==> src/rtl/keypad_event_scanner.sv <==
// rtl/keypad_event_scanner.sv - matrix keypad scanner with debounce, ghost rejection and event FIFO
module keypad_event_scanner #(
  parameter int ROWS           = 4,
  parameter int COLS           = 4,
  parameter int SCAN_DIV       = 16,
  parameter int DB_CYCLES      = 8,
  parameter int FIFO_DEPTH     = 4,
  parameter int REPORT_RELEASE = 1,
  localparam int CW            = $clog2(ROWS*COLS)
) (
  input  logic            int_osc,
  input  logic            nrst,
  input  logic [ROWS-1:0] row_d,
  output logic [COLS-1:0] column_signals,
  output logic [CW-1:0]   key_code,
  output logic            key_release,
  output logic            key_valid,
  input  logic            key_ready,
  output logic            overflow
);

  localparam int ROWW = $clog2(ROWS);
  localparam int COLW = $clog2(COLS);
  localparam int DWW  = $clog2(SCAN_DIV);
  localparam int DBW  = $clog2(DB_CYCLES + 1);
  localparam int PW   = $clog2(FIFO_DEPTH);

  typedef enum logic [1:0] {SCAN, DEBOUNCE, HELD, RELEASE_DB} state_t;

  state_t          state;
  logic [ROWS-1:0] row_m, row_s;
  logic [DWW-1:0]  dwell;
  logic [COLW-1:0] col;
  logic [ROWS-1:0] pat;
  logic [DBW-1:0]  db_cnt;
  logic            ghost;
  logic [CW-1:0]   held_code;

  logic            sample, row_zero, same_pat, single;
  logic [ROWS-1:0] nxt_pat;
  logic [DBW-1:0]  nxt_cnt, rel_cnt;
  logic            cap_done, rel_done;
  logic [ROWW-1:0] row_idx;
  logic [CW-1:0]   press_code;
  logic [COLW-1:0] col_adv;
  logic            push, push_rel;
  logic [CW-1:0]   push_code;

  logic [CW:0]     mem [FIFO_DEPTH];
  logic [PW-1:0]   wr_ptr, rd_ptr;
  logic [PW:0]     count;
  logic            full, pop, do_push;

  // Two-flop synchroniser for the asynchronous row pins
  always_ff @(posedge int_osc or negedge nrst) begin
    if (!nrst) begin
      row_m <= '0;
      row_s <= '0;
    end else begin
      row_m <= row_d;
      row_s <= row_m;
    end
  end

  // Free-running dwell counter; its last count is the sample point
  always_ff @(posedge int_osc or negedge nrst) begin
    if (!nrst) dwell <= '0;
    else if (dwell == DWW'(SCAN_DIV - 1)) dwell <= '0;
    else dwell <= dwell + 1'b1;
  end

  // Sample-point decisions: debounce progress, acceptance and the event to queue
  always_comb begin
    sample     = (dwell == DWW'(SCAN_DIV - 1));
    row_zero   = (row_s == '0);
    same_pat   = (state == DEBOUNCE) && (row_s == pat);
    nxt_pat    = row_s;
    nxt_cnt    = same_pat ? db_cnt + 1'b1 : DBW'(1);
    rel_cnt    = (state == RELEASE_DB) ? db_cnt + 1'b1 : DBW'(1);
    single     = $onehot(nxt_pat);
    row_idx    = '0;
    for (int i = 0; i < ROWS; i++) begin
      if (nxt_pat[i]) row_idx = ROWW'(i);
    end
    press_code = CW'(int'(row_idx) * COLS + int'(col));
    col_adv    = (col == COLW'(COLS - 1)) ? '0 : col + 1'b1;
    cap_done   = sample && !row_zero && (state == SCAN || state == DEBOUNCE)
                 && (nxt_cnt >= DBW'(DB_CYCLES));
    rel_done   = sample && row_zero && (state == HELD || state == RELEASE_DB)
                 && (rel_cnt >= DBW'(DB_CYCLES));
    push       = (cap_done && single) || (rel_done && (REPORT_RELEASE != 0) && !ghost);
    push_rel   = rel_done;
    push_code  = rel_done ? held_code : press_code;
  end

  // Scan / debounce / hold / release FSM with the registered column drive
  always_ff @(posedge int_osc or negedge nrst) begin
    if (!nrst) begin
      state          <= SCAN;
      col            <= '0;
      column_signals <= COLS'(1);
      pat            <= '0;
      db_cnt         <= '0;
      ghost          <= 1'b0;
      held_code      <= '0;
    end else if (sample) begin
      case (state)
        SCAN, DEBOUNCE: begin
          if (row_zero) begin
            state <= SCAN;
            if (state == SCAN) begin
              col            <= col_adv;
              column_signals <= COLS'(1) << col_adv;
            end
          end else begin
            pat    <= nxt_pat;
            db_cnt <= nxt_cnt;
            if (cap_done) begin
              state     <= HELD;
              ghost     <= !single;
              held_code <= press_code;
            end else begin
              state <= DEBOUNCE;
            end
          end
        end
        HELD, RELEASE_DB: begin
          if (!row_zero) begin
            state <= HELD;
          end else if (rel_done) begin
            state          <= SCAN;
            col            <= col_adv;
            column_signals <= COLS'(1) << col_adv;
          end else begin
            state  <= RELEASE_DB;
            db_cnt <= rel_cnt;
          end
        end
        default: state <= SCAN;
      endcase
    end
  end

  assign full    = (count == (PW+1)'(FIFO_DEPTH));
  assign pop     = key_valid && key_ready;
  assign do_push = push && (!full || pop);

  // Event FIFO; a push into a full FIFO without a pop is dropped and flagged
  always_ff @(posedge int_osc or negedge nrst) begin
    if (!nrst) begin
      for (int i = 0; i < FIFO_DEPTH; i++) mem[i] <= '0;
      wr_ptr   <= '0;
      rd_ptr   <= '0;
      count    <= '0;
      overflow <= 1'b0;
    end else begin
      if (do_push) begin
        mem[wr_ptr] <= {push_rel, push_code};
        wr_ptr      <= wr_ptr + 1'b1;
      end
      if (pop) rd_ptr <= rd_ptr + 1'b1;
      case ({do_push, pop})
        2'b10:   count <= count + 1'b1;
        2'b01:   count <= count - 1'b1;
        default: count <= count;
      endcase
      if (push && full && !pop) overflow <= 1'b1;
    end
  end

  assign key_valid                 = (count != '0);
  assign {key_release, key_code}   = mem[rd_ptr];

endmodule
==> config.mk <==
export PLATFORM = sky130hd
export DESIGN_NAME = keypad_event_scanner
export DESIGN_NICKNAME = d
export VERILOG_FILES = /design/src/rtl/keypad_event_scanner.sv
export SDC_FILE = /design/constraint.sdc
export NUM_CORES = 1
export LEC_CHECK = 0
export CAP_MARGIN = 5
export CELL_PAD_IN_SITES_DETAIL_PLACEMENT = 1
export CELL_PAD_IN_SITES_GLOBAL_PLACEMENT = 2
export CORE_UTILIZATION = 45
export CTS_CLUSTER_DIAMETER = 200
export DETAILED_ROUTE_END_ITERATION = 8
export GPL_TIMING_DRIVEN = 0
export PLACE_DENSITY_LB_ADDON = 0.1
export SYNTH_ARGS = -nofsm -noshare
export SYNTH_HDL_FRONTEND = slang
export SYNTH_SLANG_ARGS = --single-unit
export TNS_END_PERCENT = 50
==> constraint.sdc <==
create_clock -name int_osc -period 6.25 [get_ports int_osc]
set_input_delay 0.9375 -clock int_osc [delete_from_list [all_inputs] [get_ports int_osc]]
set_output_delay 0.9375 -clock int_osc [all_outputs]
set_load 0.005 [all_outputs]
==> results.sh, run 1 <==
export IMPL_status="completed"
export IMPL_crit_path_end_kind="flip-flop"
export IMPL_setup_tns_final_ns=0
export IMPL_hp_start="row_m[2]$_DFF_PN0_"
export IMPL_synth_nets=253
export IMPL_ctsHoldBuffers=0
export IMPL_clock_sinks=61
export IMPL_p_total_w=0.0008731
export IMPL_fmax_mhz=266.1
export IMPL_synth_top_area_share_pct=50.48
export IMPL_drt_wl_total_um=5341
export IMPL_syn_area_per_cell_um2=12.99
export IMPL_num_vias=1801
export IMPL_synthTopCellsByArea="dfrtp_1 (50%), mux2_2 (8.3%), ha_1 (6.3%)"
export IMPL_cpLargestDelayFamily="adder cells"
export IMPL_hold_depth=0
export IMPL_ys_warn_count=0
export IMPL_cts_made_buffers=9
export IMPL_cts_buffer_depth=2
export IMPL_synth_edf_count=0
export IMPL_synthFlopType="dfrtp_1"
export IMPL_hp_class="flip-flop to flip-flop"
export IMPL_crit_chain="inv_1, fa_1, inv_1, ha_1, ha_1, or3b_1, nor3_1, nand4_2, buf_6, o21ai_0, nand2_1, ha_1, inv_1, fa_1, xor2_1, nor2_1, xor2_1"
export IMPL_port_buffers=17
export IMPL_worst_ep_arrival_time_ns=3.98
export IMPL_die_height_um=83.30
export IMPL_grt_pass1_vias=2003
export IMPL_whs_endpoint="nxt_pat[2]$_DFF_PN0_"
export IMPL_worstPathMaxFanout=10
export IMPL_cp_start_kind="flip-flop"
export IMPL_grt_use_total_pct=18.14
export IMPL_drc=0
export IMPL_path_clk_slew_ns=0.08
export IMPL_ys_seq_area_share_pct=51.37
export IMPL_gp_congestion=0.6966
export IMPL_tightest_slew_ns=0.8523
export IMPL_ios=18
export IMPL_rr_endpoint="count[2]$_DFFE_PN0P_"
export IMPL_crit_buf_inv=4
export IMPL_fin_crit_ns=3.757
export IMPL_grt_overflow=0
export IMPL_yosysMostFrequentCell="dfrtp_1"
export IMPL_start_util_pct=46.84
export IMPL_grt_max_degree=62
export IMPL_ff2ff_path_depth=17
export IMPL_clock_skew_ns=0.009071
export IMPL_cts_setup_buffers=0
export IMPL_nNetsFinal=281
export IMPL_leakage_nw=1.593
export IMPL_firstDrtPassIters=4
export IMPL_drt_iter0_markers=84
export IMPL_avgRoutedWirePerCell_um=15.76
export IMPL_ant_nets=0
export IMPL_die_w_um=83.30
export IMPL_ys_seq_elements=61
export IMPL_rsz0062_at_grt="no"
export IMPL_grt_first_pass_wirelength_um=9804
export IMPL_relSlewSlack_pct=42.74
export IMPL_syn_inst=229
export IMPL_setup_violations=0
export IMPL_irDropWorstVdd_v=0.0001465
export IMPL_synth_top_area_cell="dfrtp_1"
export IMPL_die_area_um2=6938
export IMPL_max_cap_violations=0
export IMPL_timing_final_max_slew_violations=0
export IMPL_cp_required_ns=6.47
export IMPL_num_rows=29
export IMPL_synth_common_cells="dfrtp_1 (60), mux2_2 (22), o21ai_0 (18), nand2_1 (17)"
export IMPL_ctsResizeCount=0
export IMPL_reg2reg_from="nxt_pat[3]$_DFF_PN0_"
export IMPL_antennaDiodeCount=0
export IMPL_hold_viol=0
export IMPL_htree_levels=3
export IMPL_core_um2=6350
export IMPL_place_hpwl_um=3766
export IMPL_cts_tree="built"
export IMPL_ys_types=43
export IMPL_hold_slack_ns=0.3513
export IMPL_drive_gt1_share_pct=23.66
export IMPL_cp_slowest_cell="fa_1"
export IMPL_cp_slowest_stage_delay_ns=0.49
export IMPL_syn_to_final_growth_pct=14.77
export IMPL_vias_per_cell=5.313
export IMPL_cts_root_buf="clkbuf_8"
export IMPL_async_flop_share_pct=100.0
export IMPL_setup_worst_path_class="flip-flop to flip-flop"
export IMPL_fin_crit_sh_pct=60.12
export IMPL_regToRegSetupSlack_ns=2.49
export IMPL_power_density_nw_per_um2=255.8
export IMPL_synthesis_area_um2=2974
export IMPL_worst_skew_pair_late_latency_ns=0.34
export IMPL_antenna_found_initial=0
[cells by family after synthesis]
kind of cell	after synthesis	synth area share (%)
fa+ha+maj	17	7.657
simple gates	47	9.635
buf+inv	21	2.987
mux	38	16.58
flops	61	51.37
xor+xnor	12	3.534
compound gates	33	8.246
[per-stage QoR]
step,setup WS [ns],cell area [um2],util [%],instances
2_1_floorplan,2.929,2974,-,229
3_3_place_gp,2.181,3241,51.03,323
3_5_place_dp,2.499,3238,51.00,323
4_1_cts,2.428,3413,53.75,339
5_1_grt,2.255,3413,53.75,339
6_report,2.493,3413,53.75,339
[worst reg2reg max path, stage by stage, from the launching register on]
cell and delay, ns:
dfrtp_1 0.45, inv_1 0.10, fa_1 0.49, inv_1 0.04, ha_1 0.17, ha_1 0.26
or3b_1 0.40, nor3_1 0.25, nand4_2 0.20, buf_6 0.21, o21ai_0 0.13, nand2_1 0.12
ha_1 0.23, inv_1 0.07, fa_1 0.17, xor2_1 0.14, nor2_1 0.06, xor2_1 0.14
[routing by layer]
| metal | global-route usage [%] | part of all wire, % | up-vias |
|---|---|---|---|
| li1 | - | - | 853 |
| met1 | 24.23 | 48 | 920 |
| met2 | 28.76 | 49 | 18 |
| met3 | 3.280 | 1.7 | 10 |
| met4 | 8.464 | 1.7 | 0 |
| met5 | 0 | 0 | - |
[worst max path at each step]
stage	from	to	slack, ns	depth (start not counted)
floorplan	nxt_pat[0]$_DFF_PN0_	count[2]$_DFFE_PN0P_	2.93	17
global placement	nrst	count[2]$_DFFE_PN0P_	2.18	1
detailed placement	nxt_pat[3]$_DFF_PN0_	count[2]$_DFFE_PN0P_	2.50	17
CTS	nxt_pat[3]$_DFF_PN0_	count[2]$_DFFE_PN0P_	2.43	17
global route	nxt_pat[3]$_DFF_PN0_	count[2]$_DFFE_PN0P_	2.25	17
finish	nxt_pat[3]$_DFF_PN0_	count[2]$_DFFE_PN0P_	2.49	17
[sequential cells by signal (all words and copies together) (netlist names), 3 cells and up]
signal,flops
count,3
mem,20
dwell,4
nxt_pat,4
db_cnt,4
held_code,4
column_signals,4
pat,4
row_m,4
[cell type report]
class                      count  area [um2]
fill                         663        2937
timing repair buffer          17       167.7
sequential                    61        1528
buffer                         6       32.53
inverter                      15       56.30
multi-input combinational    147        1358
tap                           77       96.34
clock inverter                 7       51.30
clock buffer                   9       123.9
[placed cells by master, fill, tap and decap left out, types with 2 or more instances in the layout]
cell | synthesis | final
a21oi_1 | 4 | 4
a21oi_4 | 4 | 4
a22o_1 | 3 | 3
and3_4 | 2 | 2
buf_2 | 2 | 2
clkbuf_1 | 2 | 2
clkbuf_8 | 0 | 9
clkdlybuf4s50_1 | 0 | 16
clkinvlp_4 | 0 | 5
dfrtp_1 | 60 | 60
fa_1 | 2 | 2
ha_1 | 15 | 15
inv_1 | 15 | 15
mux2_1 | 8 | 8
mux2_2 | 22 | 22
mux2i_1 | 2 | 2
mux4_2 | 5 | 5
nand2_1 | 17 | 17
nand3_1 | 4 | 4
nor2_1 | 8 | 8
nor3_1 | 2 | 2
o21ai_0 | 18 | 18
xnor2_1 | 3 | 3
xor2_1 | 9 | 9
[power by group]
group	switching [W]	internal [W]
combinational	0.0000681	0.0000589
sequential	0.0000152	0.000418
clock	0.000169	0.000144
(Power assumes the default switching activity.)
==> run 2: changes to the inputs <==
--- a/config.mk
+++ b/config.mk
@@ -8,7 +8,7 @@
 export CAP_MARGIN = 5
 export CELL_PAD_IN_SITES_DETAIL_PLACEMENT = 1
 export CELL_PAD_IN_SITES_GLOBAL_PLACEMENT = 2
-export CORE_UTILIZATION = 45
+export CORE_UTILIZATION = 37
 export CTS_CLUSTER_DIAMETER = 200
 export DETAILED_ROUTE_END_ITERATION = 8
 export GPL_TIMING_DRIVEN = 0
==> constraint.sdc (replaced) <==
create_clock -name int_osc -period 3.4 [get_ports int_osc]
set_input_delay 0.51 -clock int_osc [delete_from_list [all_inputs] [get_ports int_osc]]
set_output_delay 0.51 -clock int_osc [all_outputs]
set_load 0.005 [all_outputs]
==> run 2 against run 1 <==
Compared with the run above:
- sequential power is 84% higher
- clock power is 110% higher
- cell area is 4.3% higher
- global-route usage is 2.5 points lower
- die area is 21% higher
- worst hold slack worse by 0.10 ns
- worst setup slack worse by 2.3 ns
- utilization is 7.9 points lower
- register-to-register slack worse by 2.3 ns
- count of clock-buffer cells in the layout is 2 higher
- combinational power is 100% higher
- critical path type unchanged
==> results.sh, run 2 (same netlist as run 1, synthesis figures left out) <==
export IMPL_fmax_mhz=307.5
export IMPL_vias_per_cell=4.827
export IMPL_cpLargestDelayFamily="adder cells"
export IMPL_cp_required_ns=3.62
export IMPL_syn_to_final_growth_pct=19.69
export IMPL_worst_ep_arrival_time_ns=3.47
export IMPL_fin_util_pct=45.83
export IMPL_clock_skew_ns=0.007138
export IMPL_fillers=822
export IMPL_setup_worst_path_class="flip-flop to flip-flop"
export IMPL_cts_root_buf="clkbuf_8"
export IMPL_switching_share_pct=25.96
export IMPL_grt_overflow=0
export IMPL_cts_made_buffers=9
export IMPL_cts_tree="built"
export IMPL_p_sw_w=0.0004438
export IMPL_start_util_pct=38.29
export IMPL_internal_power_w=0.001266
export IMPL_max_cap_violations=0
export IMPL_die_w_um=91.66
export IMPL_hold_viol=0
export IMPL_timing_final_max_slew_violations=0
export IMPL_layout_common_cells="dfrtp_1 (59), mux2_2 (22), nand2_1 (17), o21ai_0 (17), clkdlybuf4s50_1 (16)"
export IMPL_cp_slowest_stage_delay_ns=0.53
export IMPL_cp_slowest_cell="fa_1"
export IMPL_core_um2=7767
export IMPL_instances_no_fill=371
export IMPL_regMostFlops="mem"
export IMPL_leakage_nw=1.652
export IMPL_cts_buffer_depth=2
export IMPL_p_total_w=0.001710
export IMPL_drc=0
export IMPL_pwr_share_clk_pct=38.2
export IMPL_final_common_cell="dfrtp_1"
export IMPL_place_hpwl_um=3782
export IMPL_sequentialPowerShare_pct=46.6
export IMPL_drt_wl_total_um=5527
export IMPL_crit_path_end_kind="flip-flop"
export IMPL_ant_nets=0
export IMPL_hold_slack_ns=0.2511
export IMPL_status="completed"
export IMPL_antenna_found_initial=0
export IMPL_cp_start_kind="flip-flop"
export IMPL_grt_use_total_pct=15.63
export IMPL_hp_class="primary input to asynchronous set/reset pin"
export IMPL_firstDrtPassIters=4
export IMPL_clock_sinks=61
export IMPL_setup_violations=0
export IMPL_antennaDiodeCount=0
export IMPL_gp_congestion=0.6829
export IMPL_drive_gt1_share_pct=29.37
export IMPL_relSlewSlack_pct=42.44
export IMPL_die_height_um=91.66
export IMPL_power_frac_comb_pct=15.2
export IMPL_num_vias=1791
export IMPL_irDropWorstVdd_v=0.0001939
export IMPL_grt_pass1_vias=1926
export IMPL_post_place_ws_ns=-0.2109
export IMPL_cpMostUsedCell="buf_4"
export IMPL_fin_crit_ns=3.252
export IMPL_tightest_slew_ns=0.8568
export IMPL_ios=18
export IMPL_die_area_um2=8401
export IMPL_num_rows=32
export IMPL_port_buffers=17
export IMPL_worstPathMaxFanout=9
export IMPL_grt_max_degree=62
export IMPL_crit_chain="inv_2, fa_1, inv_1, ha_2, ha_4, or3b_4, nor3_4, nand4_2, buf_4, buf_4, buf_4, a21oi_4, mux2_2"
export IMPL_fin_crit_sh_pct=95.65
export IMPL_avgRoutedWirePerCell_um=14.90
export IMPL_placed_cells=348
export IMPL_crit_buf_inv=5
export IMPL_power_density_nw_per_um2=480.3
export IMPL_finalWorstSetupSlack_ns=0.1478
export IMPL_htree_levels=3
export IMPL_worst_skew_pair_late_latency_ns=0.34
export IMPL_drt_iter0_markers=59
export IMPL_path_clk_slew_ns=0.07
export IMPL_nNetsFinal=289
export IMPL_grt_first_pass_wirelength_um=9832
export IMPL_largest_reg_flops=20
run 2: per-stage QoR:
step / cell area (um2) / setup TNS, ns
5_1_grt: 3560 / -0.002457
6_report: 3560 / 0
3_3_place_gp: 3272 / -18.76
3_5_place_dp: 3269 / -0.4142
2_1_floorplan: 2974 / 0
4_1_cts: 3521 / 0
run 2: power groups by stage:
stage | Sequential (W) | Clock [W] | Combinational, W
CTS | 0.000797 | 0.000682 | 0.000255
floorplan | 0.000803 | 0 | 0.000175
detailed placement | 0.000812 | 0 | 0.000244
global route | 0.000802 | 0.000715 | 0.000299
global placement | 0.000810 | 0 | 0.000238
finish | 0.000796 | 0.000653 | 0.000260
run 2: final timing paths:
| check | endpoint | cells after the start | slack [ns] | startpoint |
|---|---|---|---|---|
| max | mem[11]$_DFFE_PN0P_ | 13 | 0.15 | nxt_pat[0]$_DFF_PN0_ |
| min | dwell[3]$_DFF_PN0_ | 1 | 0.25 | nrst |
| max reg2reg | mem[11]$_DFFE_PN0P_ | 13 | 0.15 | nxt_pat[0]$_DFF_PN0_ |
| min reg2reg | nxt_pat[2]$_DFF_PN0_ | 0 | 0.36 | row_m[2]$_DFF_PN0_ |
| max in group asynchronous | nxt_pat[3]$_DFF_PN0_ | 1 | 2.60 | nrst |
| min in group int_osc | nxt_pat[2]$_DFF_PN0_ | 0 | 0.36 | row_m[2]$_DFF_PN0_ |
run 2: timing repair:
item | in CTS | in global routing
setup endpoints to repair | 2 | 2
pin swaps | 1 | 7
resized for setup | 6 | 7
hold buffers | 0 | 0
setup buffers | 5 | 4
run 2: metal layers:
| metal | routed length, um | global-route usage, % | vias up |
|---|---|---|---|
| li1 | - | - | 865 |
| met1 | 2743 | 20.91 | 900 |
| met2 | 2555 | 23.25 | 17 |
| met3 | 122 | 4.229 | 9 |
| met4 | 106 | 7.937 | 0 |
| met5 | 0 | 0 | - |
run 2: final cells by class:
class                   instances  area (um2)  share of cell area [%]
multi-input cells             147        1391                   39.09
plain buffers                   5       21.27                  0.5975
well taps                     102       127.6                   3.585
inverters                      15       56.30                   1.582
clock buffers                  11       151.4                   4.253
clock inverters                 4       47.55                   1.336
flip-flops and latches         61        1529                   42.95
repair buffers                 26       235.2                   6.608
run 2: worst register-to-register path: stages, from the launching register on:
cell and delay [ns]:
dfrtp_1 0.38, inv_2 0.07, fa_1 0.53, inv_1 0.04
ha_2 0.18, ha_4 0.23, or3b_4 0.39, nor3_4 0.17
nand4_2 0.11, buf_4 0.17, buf_4 0.12, buf_4 0.18
a21oi_4 0.21, mux2_2 0.36
